--- src/rtl/core_batch_scheduler_if.sv ---
// Bus between the batch scheduler and the core array / shared RAM.
// The scheduler takes the master modport, the core array the slave modport.
interface core_batch_scheduler_if #(
  parameter int NO_OF_CORES = 6,
  parameter int ROW_LEN     = 8,
  parameter int ADDRESS_LEN = 12
);
  logic [ADDRESS_LEN*NO_OF_CORES-1:0] core_addr;
  logic [NO_OF_CORES-1:0]             core_finish;
  logic [NO_OF_CORES-1:0]             core_read;
  logic [NO_OF_CORES-1:0]             core_write;
  logic [NO_OF_CORES-1:0]             core_start;
  logic [NO_OF_CORES-1:0]             core_reset;
  logic [ROW_LEN*NO_OF_CORES-1:0]     row_index;
  logic [NO_OF_CORES-1:0]             active_mask;
  logic                               ram_read;
  logic                               ram_write;

  modport master (
    input  core_addr, core_finish, core_read, core_write,
    output core_start, core_reset, row_index, active_mask, ram_read, ram_write
  );

  modport slave (
    output core_addr, core_finish, core_read, core_write,
    input  core_start, core_reset, row_index, active_mask, ram_read, ram_write
  );
endinterface

--- src/rtl/core_batch_scheduler.sv ---
// Splits a programmed row count into batches of up to NO_OF_CORES rows, launches,
// aligns and staggers the cores of each batch, then re-arms them for the next one.
module core_batch_scheduler #(
  parameter int NO_OF_CORES  = 6,
  parameter int ROW_LEN      = 8,
  parameter int ADDRESS_LEN  = 12,
  parameter int SYNC_ADDR    = 5,
  parameter int HANDOFF_ADDR = 23
) (
  input  logic                   clk,
  input  logic                   reset_n,
  input  logic                   start,
  input  logic [ROW_LEN-1:0]     no_of_rows,
  core_batch_scheduler_if.master cores,
  output logic                   busy,
  output logic [ROW_LEN-1:0]     batch_count,
  output logic                   finish_process
);
  localparam int KW = (NO_OF_CORES > 1) ? $clog2(NO_OF_CORES) : 1;

  typedef enum logic [2:0] {
    S_IDLE, S_LAUNCH, S_SYNC, S_STAGGER, S_RUN, S_REARM, S_DONE
  } state_t;

  state_t                         state_q;
  logic [ROW_LEN-1:0]             rem_q;
  logic [ROW_LEN-1:0]             base_q;
  logic [ROW_LEN-1:0]             n_q;
  logic [ROW_LEN-1:0]             batch_count_q;
  logic [KW-1:0]                  k_q;
  logic [NO_OF_CORES-1:0]         core_start_q;
  logic [NO_OF_CORES-1:0]         core_reset_q;
  logic [NO_OF_CORES-1:0]         mask_q;
  logic [ROW_LEN*NO_OF_CORES-1:0] row_index_q;

  logic [ROW_LEN-1:0]             n_d;
  logic [NO_OF_CORES-1:0]         mask_d;
  logic [ROW_LEN*NO_OF_CORES-1:0] row_index_d;
  logic [NO_OF_CORES-1:0]         sync_hit;
  logic [NO_OF_CORES-1:0]         handoff_hit;
  logic                           all_synced;
  logic                           all_finished;
  logic                           last_stage;

  assign n_d = (rem_q < ROW_LEN'(NO_OF_CORES)) ? rem_q : ROW_LEN'(NO_OF_CORES);

  for (genvar gi = 0; gi < NO_OF_CORES; gi++) begin : g_core
    assign mask_d[gi] = (ROW_LEN'(gi) < n_d);
    assign row_index_d[gi*ROW_LEN +: ROW_LEN] = base_q + ROW_LEN'(gi);
    assign sync_hit[gi] =
      (cores.core_addr[gi*ADDRESS_LEN +: ADDRESS_LEN] == ADDRESS_LEN'(SYNC_ADDR));
    assign handoff_hit[gi] =
      (cores.core_addr[gi*ADDRESS_LEN +: ADDRESS_LEN] == ADDRESS_LEN'(HANDOFF_ADDR));
  end

  // Inactive cores are forced to "satisfied" so they never hold up the batch.
  assign all_synced   = &(sync_hit | ~mask_q);
  assign all_finished = &(cores.core_finish | ~mask_q);
  assign last_stage   = (ROW_LEN'(k_q) == n_q - ROW_LEN'(1));

  always_ff @(posedge clk or negedge reset_n) begin
    if (!reset_n) begin
      state_q       <= S_IDLE;
      rem_q         <= '0;
      base_q        <= '0;
      n_q           <= '0;
      batch_count_q <= '0;
      k_q           <= '0;
      core_start_q  <= '0;
      core_reset_q  <= '0;
      mask_q        <= '0;
      row_index_q   <= '0;
    end else begin
      case (state_q)
        S_IDLE, S_DONE: begin
          if (start) begin
            rem_q         <= no_of_rows;
            base_q        <= '0;
            batch_count_q <= '0;
            mask_q        <= '0;
            core_start_q  <= '0;
            core_reset_q  <= '0;
            state_q       <= (no_of_rows == '0) ? S_DONE : S_LAUNCH;
          end
        end
        S_LAUNCH: begin
          n_q           <= n_d;
          mask_q        <= mask_d;
          core_start_q  <= mask_d;
          row_index_q   <= row_index_d;
          rem_q         <= rem_q - n_d;
          batch_count_q <= batch_count_q + ROW_LEN'(1);
          state_q       <= S_SYNC;
        end
        S_SYNC: begin
          if (all_synced) begin
            core_start_q <= NO_OF_CORES'(1);
            k_q          <= '0;
            state_q      <= S_STAGGER;
          end
        end
        S_STAGGER: begin
          // Only one core runs at a time here; the baton moves one bit left per handoff.
          if (handoff_hit[k_q]) begin
            if (last_stage) begin
              core_start_q <= mask_q;
              state_q      <= S_RUN;
            end else begin
              core_start_q <= core_start_q << 1;
              k_q          <= k_q + KW'(1);
            end
          end
        end
        S_RUN: begin
          if (all_finished) begin
            core_start_q <= '0;
            if (rem_q != '0) begin
              core_reset_q <= mask_q;
              state_q      <= S_REARM;
            end else begin
              state_q <= S_DONE;
            end
          end
        end
        S_REARM: begin
          core_reset_q <= '0;
          base_q       <= base_q + n_q;
          state_q      <= S_LAUNCH;
        end
        default: state_q <= S_IDLE;
      endcase
    end
  end

  assign busy           = (state_q != S_IDLE) && (state_q != S_DONE);
  assign finish_process = (state_q == S_DONE);
  assign batch_count    = batch_count_q;

  assign cores.core_start  = core_start_q;
  assign cores.core_reset  = core_reset_q;
  assign cores.active_mask = mask_q;
  assign cores.row_index   = row_index_q;

  // Reads need agreement from every active core; any active writer drives a write.
  assign cores.ram_read  = busy && (|mask_q) && (&(cores.core_read | ~mask_q));
  assign cores.ram_write = busy && (|(cores.core_write & mask_q));
endmodule

--- src/flat_wrapper.sv ---
// flat-port wrapper written by rule: the top's interface ports become plain ports
module core_batch_scheduler_flat 
#(
  parameter int NO_OF_CORES  = 6,
  parameter int ROW_LEN      = 8,
  parameter int ADDRESS_LEN  = 12,
  parameter int SYNC_ADDR    = 5,
  parameter int HANDOFF_ADDR = 23
)
  (clk, reset_n, start, no_of_rows, busy, batch_count, finish_process, cores_core_addr, cores_core_finish, cores_core_read, cores_core_write, cores_core_start, cores_core_reset, cores_row_index, cores_active_mask, cores_ram_read, cores_ram_write);
  core_batch_scheduler_if #(.NO_OF_CORES(NO_OF_CORES), .ROW_LEN(ROW_LEN), .ADDRESS_LEN(ADDRESS_LEN)) cores_i ();
  input  logic clk;
  input  logic reset_n;
  input  logic start;
  input  logic [ROW_LEN-1:0] no_of_rows;
  output logic busy;
  output logic [ROW_LEN-1:0] batch_count;
  output logic finish_process;
  input wire logic [$bits(cores_i.core_addr)-1:0] cores_core_addr;
  input wire logic [$bits(cores_i.core_finish)-1:0] cores_core_finish;
  input wire logic [$bits(cores_i.core_read)-1:0] cores_core_read;
  input wire logic [$bits(cores_i.core_write)-1:0] cores_core_write;
  output wire logic [$bits(cores_i.core_start)-1:0] cores_core_start;
  output wire logic [$bits(cores_i.core_reset)-1:0] cores_core_reset;
  output wire logic [$bits(cores_i.row_index)-1:0] cores_row_index;
  output wire logic [$bits(cores_i.active_mask)-1:0] cores_active_mask;
  output wire logic [$bits(cores_i.ram_read)-1:0] cores_ram_read;
  output wire logic [$bits(cores_i.ram_write)-1:0] cores_ram_write;
  assign cores_i.core_addr = cores_core_addr;
  assign cores_i.core_finish = cores_core_finish;
  assign cores_i.core_read = cores_core_read;
  assign cores_i.core_write = cores_core_write;
  assign cores_core_start = cores_i.core_start;
  assign cores_core_reset = cores_i.core_reset;
  assign cores_row_index = cores_i.row_index;
  assign cores_active_mask = cores_i.active_mask;
  assign cores_ram_read = cores_i.ram_read;
  assign cores_ram_write = cores_i.ram_write;
  core_batch_scheduler #(.NO_OF_CORES(NO_OF_CORES), .ROW_LEN(ROW_LEN), .ADDRESS_LEN(ADDRESS_LEN), .SYNC_ADDR(SYNC_ADDR), .HANDOFF_ADDR(HANDOFF_ADDR)) u_core (.clk(clk), .reset_n(reset_n), .start(start), .no_of_rows(no_of_rows), .cores(cores_i), .busy(busy), .batch_count(batch_count), .finish_process(finish_process));
endmodule
--- config.mk ---
export PLATFORM = sky130hd
export DESIGN_NAME = core_batch_scheduler_flat
export DESIGN_NICKNAME = d
export VERILOG_FILES = /design/src/rtl/core_batch_scheduler_if.sv /design/src/rtl/core_batch_scheduler.sv /design/src/flat_wrapper.sv
export SDC_FILE = /design/constraint.sdc
export NUM_CORES = 1
export LEC_CHECK = 0
export CAP_MARGIN = 15
export CORE_ASPECT_RATIO = 0.75
export CORE_MARGIN = 2
export CORE_UTILIZATION = 47
export DETAILED_ROUTE_END_ITERATION = 12
export PLACE_DENSITY = 0.88
export SLEW_MARGIN = 0
export SYNTH_ARGS = -nofsm -noshare
export SYNTH_HDL_FRONTEND = slang
export SYNTH_SLANG_ARGS = --single-unit
--- constraint.sdc ---
create_clock -name clk -period 2.9 [get_ports clk]
set_input_delay 0.58 -clock clk [delete_from_list [all_inputs] [get_ports clk]]
set_output_delay 0.58 -clock clk [all_outputs]
set_load 0.02 [all_outputs]
# --- After elaboration in Yosys (flattened, before gate mapping) ---
# Index checks and enable logic that the tools add are counted.
word_totals:
  register_bits: 104
  inputBits: 101
  output_inout_bits: 78
classes:
  add_sub_neg: 10
  n_lt_le_gt_ge: 8
  eq_ne: 27
  n_mux: 30
  n_bitwise: 5
  reduce_logical: 25
ops:
  columns: ["operator", "n"]
  rows:
  - ["$eq A12 B3 Y1 const B", 6]
  - ["$eq A12 B5 Y1 const B", 6]
  - ["$pmux W8 S2", 3]
  - ["$mux W6", 7]
  - ["$pmux W6 S5", 1]
  - ["$mux W3", 9]
  - ["$mux W8", 3]
  - ["$or A6 B6 Y6", 3]
  - ["$pmux W3 S6", 1]
  - ["$pmux W6 S3", 1]
  - ["$reduce_and A6 Y1", 3]
  - ["$add A8 B1 Y8 const B", 2]
  - ["$add A8 B2 Y8 const B", 2]
  - ["$add A8 B3 Y8 const B", 2]
  - ["$lt A1 B8 Y1 const A", 2]
  - ["$lt A2 B8 Y1 const A", 2]
  - ["$lt A3 B8 Y1 const A", 2]
  - ["$pmux W6 S2", 1]
  - ["$reduce_or A6 Y1", 2]
  - ["$ne A2 B1 Y1 const B", 5]
  - ["$reduce_and A5 Y1", 2]
  - ["$eq A3 B3 Y1 const B", 3]
  - ["$add A8 B8 Y8", 1]
  - ["$eq A3 B8 Y1", 1]
  - ["25 further kinds", 35]

# --- Longest topological paths before layout ---
depth:
  ltp_word: 5
  ltp_mapped: 10
  depth_no_buf: 9

# --- Worst setup path after synthesis ---
# OpenSTA, ideal clock, no wires.
synth_timing:
  path_type: "input -> register"
  startpoint: "input cores_core_addr[63]"
  endpoint: "register u_core.k_q[0]"
  setup_time_ns: 0.125
  t_arrival_ns: 2.142
  required_ns: 2.775
  path_slack_ns: 0.633
  stages: 6
  n_path_buf: 0
  path_cell_list: "nor4bb_1 nand4_1 a2111oi_1 a311oi_2 o22ai_1 mux2_2"
synth_between:
  elab_chain_cells: 5
  word_cells_on_any_way: 9
synth_lines:
  columns: ["item", "line", "rtl"]
  rows:
  - ["start, declared", "flat_wrapper.sv:19", "input wire logic [$bits(cores_i.core_addr)-1:0] cores_core_addr;"]
  - ["$eq A12 B5 Y1 or $eq A12 B3 Y1 (tied branches)", "core_batch_scheduler.sv:53, core_batch_scheduler.sv:51", null]
  - ["$bmux W1 S3 or $or A6 B6 Y6 (tied branches)", "core_batch_scheduler.sv:104, core_batch_scheduler.sv:57", null]
  - ["$mux W1 (implied by the code) or $reduce_and A6 Y1 (tied branches)", "core_batch_scheduler.sv:104, core_batch_scheduler.sv:57", null]
  - ["$ne A2 B1 Y1 (no source line)", null, null]
  - ["$reduce_and A4 Y1 (no source line) *", null, null]
  - ["end signal, assigned", "core_batch_scheduler.sv:110", "k_q <= k_q + KW'(1);"]
  - ["end, declared", "core_batch_scheduler.sv:30", "logic [KW-1:0] k_q;"]
# Mark *: on every way between the ends. The rest lies on a longest branch, timed or not. The select of a mux whose other input is x is not followed.
# A chain may end at the register's enable or synchronous reset.

# --- Worst setup path after layout ---
layout_timing:
  startpoint: "input cores_core_read[0]"
  endpoint: "output cores_ram_read"
layout_between:
  elab_chain_cells: 3
layout_lines:
  columns: ["item", "line", "rtl"]
  rows:
  - ["start, declared", "flat_wrapper.sv:21", "input wire logic [$bits(cores_i.core_read)-1:0] cores_core_read;"]
  - ["$or A6 B6 Y6", "core_batch_scheduler.sv:145", "assign cores.ram_read = busy && (|mask_q) && (&(cores.core_read | ~mask_q));"]
  - ["$reduce_and A6 Y1", "core_batch_scheduler.sv:145", null]
  - ["$logic_and A1 B1 Y1", "core_batch_scheduler.sv:145", null]
  - ["end, declared", "flat_wrapper.sv:27", "output wire logic [$bits(cores_i.ram_read)-1:0] cores_ram_read;"]
# Every way passes these cells.

==> summary.md <==
| Metric | Value |
|---|---|
| # DRC | 0 |
| Top-count cell post-synth | dfrtp_1 |
| Grt total ovfl | 0 |
| Seq/Total Area, Yosys | 44.2% |
| WS Path Type | in2out |
| Prevailing post-synth register cell | dfrtp_1 |
| Synth area leaders | dfrtp_1, nand2_1, o21ai_0 |
| Power density cells | 374 mW/mm2 |
| Area grow syn2layout | 42.4% |
| Worst skew pair latency | 340 ps |
| RSZ-0062 raised after global routing | false |
| Worst Path Max Fanout | 1 |
| Total clock sinks | 98 |
| Fin. max-slew vios | 0 |
| Period minus WS final | 2700 ps |
| #FFs+latches synth | 98 |
| Wire length per cell | 18.0 um |
| Final #Nets | 906 |
| First-pass GRT wire length | 28.1 mm |
| Syn_nets | 729 |
| Fill cell count | 876 |
| Status | finished clean |
| Num ports | 179 |
| HP Class | in2async |
| Reg power frac | 46.5% |
| PostCTS Resize Cnt | 0 |
| Total power | 2.95 mW |
| Max Freq | 370 MHz |
| Post-synth top cells | dfrtp_1, nand2_1, nor2_1 |
| Drt via density | 5.76 |
| Worst reg2reg path depth | 8 |
| GPL Wtd Cong | 0.920 |
| Cell area after synthesis | 0.00555 mm2 |
| Worst-Margin Slew | 597 ps |
| Data required, critical path | 2320 ps |
| Register Area | 0.00245 mm2 |
| DR vias | 5488 |
| Post-CTS setup buffers | 0 |
| Worst hold slack | 158 ps |
| Combinational share of power | 7.1% |
| Clock power share | 46.4% |
| Initial antenna violation count | 0 |
| Total GRT Usage | 28.1% |
| 1st-iter DRT viols | 386 |
| Layout cells sized above 1 | 8.22% |
| R2r endpoint | u_core.base_q[7] |
| CTS Buf Count | 9 |
| Reg2reg start | u_core.base_q[1] |
| Relative slew slack | 59.8% |
| Vias in the first global route | 5438 |
| CTS tree | built |
| Post-Layout Cell Count | 953 |
| Top cell type's share of synthesized area | 44.2% |
| Synth Area per Inst | 9.11 um2 |
| H-tree depth | 3 |
| Flop-to-flop setup slack | 320 ps |
| Final antenna-violating net count | 0 |
| Number of flops mapped to enable cells by yosys | 0 |
| DP Cell Count | 937 |
| Largest net degree at the start of global routing | 56 |
| Finished Core Util | 68.3% |
| Nature of the critical path startpoint | input pin |
| Final hold viol count | 0 |
| Post-synth ARST share | 100% |
| Worst-path clk slew | 70 ps |
| Die Span Y | 98.1 um |
| Maximum vdd drop | 0.264 mV |
| Rows | 34 |
| CP Capture Type | output pin |
| Post-Synthesis Cells | 609 |
| Die area | 0.0127 mm2 |
| 1st-pass router iterations | 5 |
| Internal | 2.35 mW |
| Psw | 0.605 mW |
| Multi-input gate area | 0.00286 mm2 |
| Final period util | 93.2% |
| Core Footprint | 0.0116 mm2 |
| CP arrival | 2120 ps |
| Synth area leader | dfrtp_1 |
| Max_cap viols | 0 |
| WL final | 17.1 mm |
| Antenna fix cells | 0 |
| Final setup fails | 0 |
| P_leak | 3.42 nW |
| Detail Placement HPWL | 13.0 mm |
| Root Driver | clkbuf_16 |
| Longest Clk Path Bufs | 2 |
| Die Wd | 129 um |
| Distinct cell type count after synthesis | 65 |
| Sw Ratio | 20.5% |
| Effective utilization at floorplan | 47.9% |
| Port Buf Inserts | 178 |
| CTS Hold Bufs | 0 |
| Clock skew | 6.27 ps |
| Ys Warns | 0 |
==> per-stage QoR <==
| step | worst slack, ps | cell area [um2] | TNS [ps] |
|---|---|---|---|
| final | 197 | 7900 | 0 |
| after global routing | 127 | 7900 | 0 |
| after CTS | 192 | 7900 | 0 |
| after detailed placement | -58.7 | 7560 | -306 |
| after global placement | 51.7 | 7560 | 0 |
| after floorplan | 633 | 5550 | 0 |
==> worst max-delay path by stage <==
| stage | slack (ps) | cells past startpoint | startpoint | to |
|---|---|---|---|---|
| floorplan | 630 | 6 | cores_core_addr[63] | u_core.k_q[0] |
| global placement | 50 | 8 | cores_core_addr[63] | u_core.cores.core_start[4] |
| detailed placement | -60 | 8 | cores_core_addr[62] | u_core.cores.core_start[4] |
| CTS | 190 | 5 | cores_core_read[0] | cores_ram_read |
| global route | 130 | 8 | u_core.base_q[1] | u_core.base_q[7] |
| finish | 200 | 5 | cores_core_read[0] | cores_ram_read |
==> sequential cells by signal (all words and copies together) (netlist names) <==
register	count
u_core.cores.active_mask	6
u_core.n_q	8
u_core.base_q	8
u_core.rem_q	8
u_core.batch_count	8
u_core.state_q	3
u_core.cores.core_start	6
u_core.cores.core_reset	6
u_core.k_q	3
u_core.cores.row_index	42
==> layout by cell type, fill, tap and decap left out, drive strengths merged, types with 11 or more instances in the layout <==
cell type        n
nor2            60
dfrtp           98
buf             27
xor2            19
a21oi           35
nand2           85
o22ai           14
ha              18
o21ai           56
xnor2           17
nand3           19
clkdlybuf4s50  177
nand4           11
inv             18
nor4            11
==> layer usage <==
layer | vias to the layer above | GRT usage, % | part of all wire [%]
met3 | 42 | 7.29 | 9.0
met2 | 258 | 46.1 | 49
met5 | - | 0 | 0
met1 | 2666 | 37.6 | 40
li1 | 2522 | - | -
met4 | 0 | 6.29 | 1.7
==> power by group through the flow <==
stage / registers [mW] / clock network (mW) / logic, mW
final: 1.37 / 1.37 / 0.209
after global routing: 1.37 / 1.44 / 0.225
after CTS: 1.37 / 1.38 / 0.209
after detailed placement: 1.40 / 0 / 0.208
after global placement: 1.40 / 0 / 0.200
after floorplan: 1.40 / 0 / 0.0317
==> critical path, cell delays in order <==
cell	delay [ps]
clkdlybuf4s50_1	470
o22ai_1	90
nor3_1	190
o311a_1	180
clkdlybuf4s50_1	610
==> final cells by class <==
cell class / count / area share, %
Multi-Input combinational cell: 455 / 36.2
Sequential cell: 98 / 31.0
Timing Repair Buffer: 204 / 25.0
Clock buffer: 9 / 2.85
Tap cell: 162 / 2.57
Clock inverter: 7 / 1.47
Inverter: 18 / 0.855
==> cells by family after synthesis <==
logic type / share of synthesized area [%]
buffers and inverters: 4.40
XOR/XNOR: 5.68
other: 0.0676
adder cells (fa/ha/maj): 4.42
multiplexers: 2.01
AND/OR/NAND/NOR: 20.9
AO/OA/AOI/OAI: 18.3
flip-flops: 44.2
Power figures use the tool's default switching activity.
